===== src/rtl/pkg_rolhas.sv =====
// Shared types and limits for the primary cork reservoir.
package pkg_rolhas;

  typedef enum logic [1:0] {
    IDLE     = 2'b00,
    TRANSFER = 2'b01,
    SETTLE   = 2'b10,
    STARVED  = 2'b11
  } estado_t;

  localparam int CAP_PRI = 15;
  localparam int MIN_PRI = 5;
  localparam int MAX_SEC = 99;

endpackage


===== src/rtl/modulo_mef_transferencia_rolhas.sv =====
// Transfer FSM: pulls one cork from the secondary buffer per two cycles
// while the primary reservoir is being refilled.
module modulo_mef_transferencia_rolhas
  import pkg_rolhas::*;
#(
  parameter int CAP_PRI = pkg_rolhas::CAP_PRI,
  parameter int MIN_PRI = pkg_rolhas::MIN_PRI
) (
  input  logic       clk,
  input  logic       clr,
  input  logic       enable,
  input  logic [6:0] pri_count,
  input  logic [6:0] sec_count,
  output estado_t    estado,
  output logic       sec_dec,
  output logic       falta_sec
);

  localparam logic [6:0] CAP_V = 7'(CAP_PRI);
  localparam logic [6:0] MIN_V = 7'(MIN_PRI);

  estado_t nxt;
  logic    baixo;
  logic    cheio;
  logic    sec_vazio;

  assign baixo     = pri_count < MIN_V;
  assign cheio     = pri_count == CAP_V;
  assign sec_vazio = sec_count == 7'd0;

  always_ff @(posedge clk or posedge clr) begin
    if (clr) estado <= IDLE;
    else     estado <= nxt;
  end

  always_comb begin
    nxt = estado;
    unique case (estado)
      IDLE: begin
        if (enable && baixo)
          nxt = sec_vazio ? STARVED : TRANSFER;
      end
      TRANSFER: nxt = SETTLE;
      SETTLE: begin
        if (!enable || cheio) nxt = IDLE;
        else if (sec_vazio)   nxt = STARVED;
        else                  nxt = TRANSFER;
      end
      STARVED: begin
        // A full reservoir never restarts a transfer
        if (enable && !sec_vazio && !cheio) nxt = TRANSFER;
        else if (!enable || !baixo)         nxt = IDLE;
      end
      default: nxt = IDLE;
    endcase
  end

  assign sec_dec   = estado == TRANSFER;
  assign falta_sec = estado == STARVED;

endmodule


===== src/rtl/modulo_abastecimento_rolhas_principal.sv =====
// Primary cork reservoir: saturating count, refill FSM and status flags
// for the display encoders and the sealing FSM.
module modulo_abastecimento_rolhas_principal
  import pkg_rolhas::*;
#(
  parameter int CAP_PRI = pkg_rolhas::CAP_PRI,
  parameter int MIN_PRI = pkg_rolhas::MIN_PRI
) (
  input  logic       clk,
  input  logic       clr,
  input  logic       enable,
  input  logic       consome,
  input  logic [6:0] sec_count,
  output logic       sec_dec,
  output logic [6:0] pri_count,
  output logic       ro,
  output logic       pri_baixo,
  output logic       transferindo,
  output logic       falta_sec
);

  localparam logic [6:0] CAP_V = 7'(CAP_PRI);
  localparam logic [6:0] MIN_V = 7'(MIN_PRI);

  estado_t    estado;
  logic [6:0] pri_q;
  logic [6:0] pri_d;
  logic       sobe;
  logic       desce;

  modulo_mef_transferencia_rolhas #(
    .CAP_PRI (CAP_PRI),
    .MIN_PRI (MIN_PRI)
  ) u_mef (
    .clk       (clk),
    .clr       (clr),
    .enable    (enable),
    .pri_count (pri_q),
    .sec_count (sec_count),
    .estado    (estado),
    .sec_dec   (sec_dec),
    .falta_sec (falta_sec)
  );

  // Consume at zero is ignored, so a transfer then nets +1
  assign sobe  = (estado == TRANSFER) && (pri_q != CAP_V);
  assign desce = consome && (pri_q != 7'd0);

  always_comb begin
    pri_d = pri_q + 7'(sobe) - 7'(desce);
  end

  always_ff @(posedge clk or posedge clr) begin
    if (clr) pri_q <= '0;
    else     pri_q <= pri_d;
  end

  assign pri_count    = pri_q;
  assign ro           = pri_q == 7'd0;
  assign pri_baixo    = pri_q < MIN_V;
  assign transferindo = (estado == TRANSFER) || (estado == SETTLE);

endmodule


===== config.mk =====
export PLATFORM = sky130hd
export DESIGN_NAME = modulo_abastecimento_rolhas_principal
export DESIGN_NICKNAME = d
export VERILOG_FILES = /design/src/rtl/pkg_rolhas.sv /design/src/rtl/modulo_mef_transferencia_rolhas.sv /design/src/rtl/modulo_abastecimento_rolhas_principal.sv
export SDC_FILE = /design/constraint.sdc
export NUM_CORES = 1
export LEC_CHECK = 0
export CORE_MARGIN = 2
export CORE_UTILIZATION = 26
export CTS_BUF_LIST = sky130_fd_sc_hd__clkbuf_4
export DETAILED_ROUTE_END_ITERATION = 10
export GPL_TIMING_DRIVEN = 0
export PLACE_DENSITY = 0.47
export SYNTH_ARGS = -nofsm -noshare
export SYNTH_HDL_FRONTEND = slang
export SYNTH_SLANG_ARGS = --single-unit

===== constraint.sdc =====
create_clock -name clk -period 2.8 [get_ports clk]
set_input_delay 0.28 -clock clk [delete_from_list [all_inputs] [get_ports clk]]
set_output_delay 0.28 -clock clk [all_outputs]
set_load 0.02 [all_outputs]

==> report_table.html, run 1 <==
<table>
<tr><th>Metric</th><th>Value</th></tr>
<tr><th colspan="2">Run status</th></tr>
<tr><td>Result of the run</td><td>finished, final reports clean</td></tr>
<tr><th colspan="2">Worst setup path</th></tr>
<tr><td>Depth of the worst register-to-register path</td><td>15</td></tr>
<tr><td>Maximum fanout count along the critical path</td><td>3</td></tr>
<tr><td>Worst Setup Path Type</td><td>reg2reg</td></tr>
<tr><td>Required time of the critical path</td><td>2960 ps</td></tr>
<tr><td>Critical Path Sink Type</td><td>flop</td></tr>
<tr><td>Launching element type of the critical path</td><td>flop</td></tr>
<tr><td>Worst path arrival time</td><td>2810 ps</td></tr>
<tr><th colspan="2">STA</th></tr>
<tr><td>Final Setup Violations</td><td>0</td></tr>
<tr><td>Final critical path time including I/O delays and setup</td><td>2642 ps</td></tr>
<tr><td>FMAX</td><td>0.3785 GHz</td></tr>
<tr><td>Final setup TNS</td><td>0 ps</td></tr>
<tr><td>Hold violation count in the final report</td><td>0</td></tr>
<tr><td>Post-route fraction of the period consumed by the critical path</td><td>0.9437</td></tr>
<tr><td>Relative slew slack</td><td>0.7266</td></tr>
<tr><td>Setup repair after global routing missed its margin</td><td>yes</td></tr>
<tr><td>Max Transition Viols Final</td><td>0</td></tr>
<tr><td>Measured slew at the worst slew-check pin</td><td>409.6 ps</td></tr>
<tr><td>Maximum clock skew at final layout</td><td>3.657 ps</td></tr>
<tr><th colspan="2">Floorplan</th></tr>
<tr><td>Site row count</td><td>20</td></tr>
<tr><td>DIE HEIGHT</td><td>60.66 um</td></tr>
<tr><td>Total die area</td><td>3679 um2</td></tr>
<tr><td>Initial core utilization</td><td>0.2734</td></tr>
<tr><td>Die X-Extent</td><td>60.66 um</td></tr>
<tr><td>Placeable core region</td><td>3053 um2</td></tr>
<tr><td>Boundary Pins</td><td>23</td></tr>
<tr><th colspan="2">Clock tree</th></tr>
<tr><td>Max Root-Sink Buffers</td><td>2</td></tr>
<tr><td>Clock transition time at the flip-flop clock pins of the worst setup and hold paths</td><td>70 ps</td></tr>
<tr><td>Worst skew pair latency</td><td>260 ps</td></tr>
<tr><td>Cts bufs inserted</td><td>3</td></tr>
<tr><td>Clock root buffer</td><td>sky130_fd_sc_hd__clkbuf_4</td></tr>
<tr><td>H-tree levels</td><td>1</td></tr>
<tr><td>CTS tree</td><td>yes</td></tr>
<tr><td>Count of hold-fix buffers inserted at cts</td><td>0</td></tr>
<tr><td>Sink count of the clock tree</td><td>9</td></tr>
<tr><th colspan="2">Routing</th></tr>
<tr><td>Count of nets left with antenna violations after detail routing</td><td>0</td></tr>
<tr><td>Number of vias after detailed routing</td><td>686</td></tr>
<tr><td>Detailed Route WL</td><td>1691 um</td></tr>
<tr><td>Remaining routing DRC violations</td><td>0</td></tr>
<tr><td>Number of detailed-routing iterations run before antenna repair</td><td>4</td></tr>
<tr><td>Routed WL per cell</td><td>10.50 um</td></tr>
<tr><td>Detailed-route vias per instance</td><td>4.261</td></tr>
<tr><td>Drt first-iter violations</td><td>10</td></tr>
<tr><th colspan="2">Run</th></tr>
<tr><td>Max-capacitance violation count</td><td>0</td></tr>
<tr><th colspan="2">Power and ir drop</th></tr>
<tr><td>VDD IR-drop max</td><td>442.4 uV</td></tr>
<tr><td>Leakage power total</td><td>0.5624 nW</td></tr>
<tr><td>Cell Pwr Density</td><td>1260 nW/um2</td></tr>
<tr><th colspan="2">Synthesis</th></tr>
<tr><td>Summed instance area of the synthesized netlist</td><td>834.6 um2</td></tr>
<tr><td>Avg Synthesized Cell Area</td><td>9.593 um2</td></tr>
<tr><td>Share of flip-flops with an asynchronous set or reset</td><td>1.000</td></tr>
<tr><td>Synthesized netlist cell count</td><td>87</td></tr>
<tr><td>Most frequent cells after synthesis</td><td>20 x sky130_fd_sc_hd__ha_1, 17 x sky130_fd_sc_hd__inv_1, 9 x sky130_fd_sc_hd__dfrtp_1, 5 x sky130_fd_sc_hd__nand2_1, 4 x sky130_fd_sc_hd__a21oi_1</td></tr>
<tr><td>Cells taking the most area after synthesis</td><td>sky130_fd_sc_hd__ha_1 30%, sky130_fd_sc_hd__dfrtp_1 27%, sky130_fd_sc_hd__inv_1 7.6%</td></tr>
<tr><td>Sequential-to-total area share from yosys stat</td><td>0.2699</td></tr>
<tr><td>Post-Syn Nets</td><td>119</td></tr>
<tr><td>Post-synthesis sequential element count</td><td>9</td></tr>
<tr><td>Number of flops mapped to enable cells by yosys</td><td>0</td></tr>
<tr><td>Number of synthesis warnings</td><td>0</td></tr>
<tr><td>Prevailing post-synth register cell</td><td>sky130_fd_sc_hd__dfrtp_1</td></tr>
<tr><td>Distinct cell type count of the synthesized netlist</td><td>28</td></tr>
<tr><td>Leading cell type by number of instances after synthesis</td><td>sky130_fd_sc_hd__ha_1</td></tr>
<tr><td>Post-synthesis cell type with the largest combined area</td><td>sky130_fd_sc_hd__ha_1</td></tr>
<tr><td>Proportion of netlist area held by the largest area contributor</td><td>0.2999</td></tr>
<tr><th colspan="2">Placement</th></tr>
<tr><td>Cell area after placement</td><td>1110 um2</td></tr>
<tr><td>Quantity of I/O buffers inserted on ports</td><td>22</td></tr>
<tr><td>Half-perimeter wire length of the detailed placement result</td><td>1389 um</td></tr>
<tr><td>Final RePlAce weighted congestion</td><td>0.7044</td></tr>
<tr><th colspan="2">Cells and area</th></tr>
<tr><td>Number of fillers in the final layout</td><td>326</td></tr>
<tr><td>Final net count</td><td>150</td></tr>
<tr><td>Fraction of layout cells with a size suffix above 1</td><td>0.1709</td></tr>
<tr><td>Combined flip-flop and latch cell area</td><td>225.2 um2</td></tr>
<tr><td>Area grow syn2layout</td><td>42.73%</td></tr>
<tr><td>Area used by multi-input combinational logic</td><td>566.8 um2</td></tr>
<tr><td># diodes</td><td>0</td></tr>
<tr><td>Area of all placed cells without fillers</td><td>1191 um2</td></tr>
<tr><th colspan="2">Global routing</th></tr>
<tr><td>Number of antenna violations at the first check in global routing</td><td>0</td></tr>
<tr><td>Wire length of the first global-routing pass</td><td>2815 um</td></tr>
<tr><td>Global route total overflow</td><td>0</td></tr>
<tr><td>GRT Overall Usage</td><td>0.1044</td></tr>
<tr><td>Via count of the first global-routing pass</td><td>665</td></tr>
<tr><td>Largest net degree at the start of global routing</td><td>10</td></tr>
<tr><th colspan="2">Hold path</th></tr>
<tr><td>Class of the tightest hold or removal check</td><td>in2async</td></tr>
</table>
-- placed cells by master, fill, tap and decap left out, drive strengths merged --
cell type and count:
a211oi 1, a21boi 1, a21o 2, a21oi 7, a31oi 2, and3 1, buf 4, clkbuf 4
clkdlybuf4s50 22, dfrtp 9, fa 1, ha 20, inv 17, mux2 1, nand2 5, nand4 1
nor2 2, nor2b 3, nor3 1, nor3b 1, nor4 1, nor4b 1, o21ai 3, o21bai 1
o22a 1, o22ai 1, xnor2 2, xor2 2
-- critical path, cell delays in order (launching register included) --
cell and delay [ps]:
sky130_fd_sc_hd__dfrtp_1 410, sky130_fd_sc_hd__inv_2 80, sky130_fd_sc_hd__ha_1 150, sky130_fd_sc_hd__nor2b_4 140, sky130_fd_sc_hd__and3_4 190, sky130_fd_sc_hd__nor2b_1 40
sky130_fd_sc_hd__ha_1 280, sky130_fd_sc_hd__inv_1 60, sky130_fd_sc_hd__ha_2 170, sky130_fd_sc_hd__inv_1 50, sky130_fd_sc_hd__fa_2 340, sky130_fd_sc_hd__nor2b_1 120
sky130_fd_sc_hd__o21bai_1 90, sky130_fd_sc_hd__a21oi_2 170, sky130_fd_sc_hd__nor4b_1 70, sky130_fd_sc_hd__a211oi_1 180
-- registers in the layout (all words and copies together) (netlist names) --
| register | flops |
|---|---|
| pri_count | 7 |
| u_mef.estado | 2 |
-- through the flow --
step,instances,util,worst slack (ps),hold slack (ps),total power (W)
after floorplan,87,-,3.071,107.9,0.001018
after global placement,153,0.3635,-119.2,561.2,0.001319
after detailed placement,153,0.3635,-129.1,563.1,0.001335
after CTS,158,0.3779,17.43,312.6,0.001475
after global routing,161,0.3902,-24.92,330.3,0.001665
final,161,0.3902,157.7,307.4,0.001501
-- final timing paths --
kind                                  from         endpoint  slack (ps)
setup / recovery              pri_count[4]     pri_count[6]         160
hold / removal                         clr     pri_count[6]         310
setup reg to reg              pri_count[4]     pri_count[6]         160
min in group clk           u_mef.estado[1]  u_mef.estado[1]         580
hold reg to reg            u_mef.estado[1]  u_mef.estado[1]         580
max in group asynchronous              clr     pri_count[3]        2200
-- area by class of cell --
class,count,area share
inverter,17,0.05357
tap,44,0.04622
clock buffer,4,0.02521
timing repair buffer,26,0.2101
multi-input combinational,61,0.4758
sequential,9,0.1891
-- per-layer routing --
metal / up-vias / part of all wire / global-route usage
met1: 317 / 0.47 / 0.1317
met2: 17 / 0.46 / 0.1659
met4: 0 / 0.016 / 0.07453
met5: - / 0 / 0
li1: 350 / - / -
met3: 2 / 0.051 / 0.01066
-- kinds of logic after synthesis --
kind of cell	count (synthesis)	synth area share
adders and majority gates	21	0.3238
AOI/OAI and AO/OA	19	0.1604
buffers and inverters	17	0.07646
and+or+nand+nor	16	0.1095
DFF	9	0.2699
xor gates and xnor gates	4	0.04199
muxes	1	0.01799
-- where the power goes --
group | leakage [nW] | internal (W) | switching, W
Clock | 0.0184 | 0.0000646 | 0.0000469
Combinational | 0.438 | 0.000534 | 0.000557
Sequential | 0.106 | 0.000212 | 0.0000867
Total | 0.562 | 0.000810 | 0.000691
-- repair_timing --
| item | in CTS | in global routing |
|---|---|---|
| resized for setup | 3 | 5 |
| pin swaps | 1 | 1 |
| buffers inserted | 1 | 3 |
| setup endpoints to repair | 1 | 1 |
Note: power is estimated with default switching activity, not from simulation.
==> run 2, diff against run 1 <==
==> constraint.sdc (replaced) <==
create_clock -name clk -period 2.8 [get_ports clk]
set_input_delay 0.28 -clock clk [delete_from_list [all_inputs] [get_ports clk]]
set_output_delay 0.28 -clock clk [all_outputs]
set_load 0.01 [all_outputs]
==> results of run 2 <==
The final DEF is identical to that of run 1. Status: finished, final reports clean.
Among the figures that moved: total power 0.001501 W -> 0.001436 W; worst IR drop on VDD 442.4 uV -> 441.9 uV
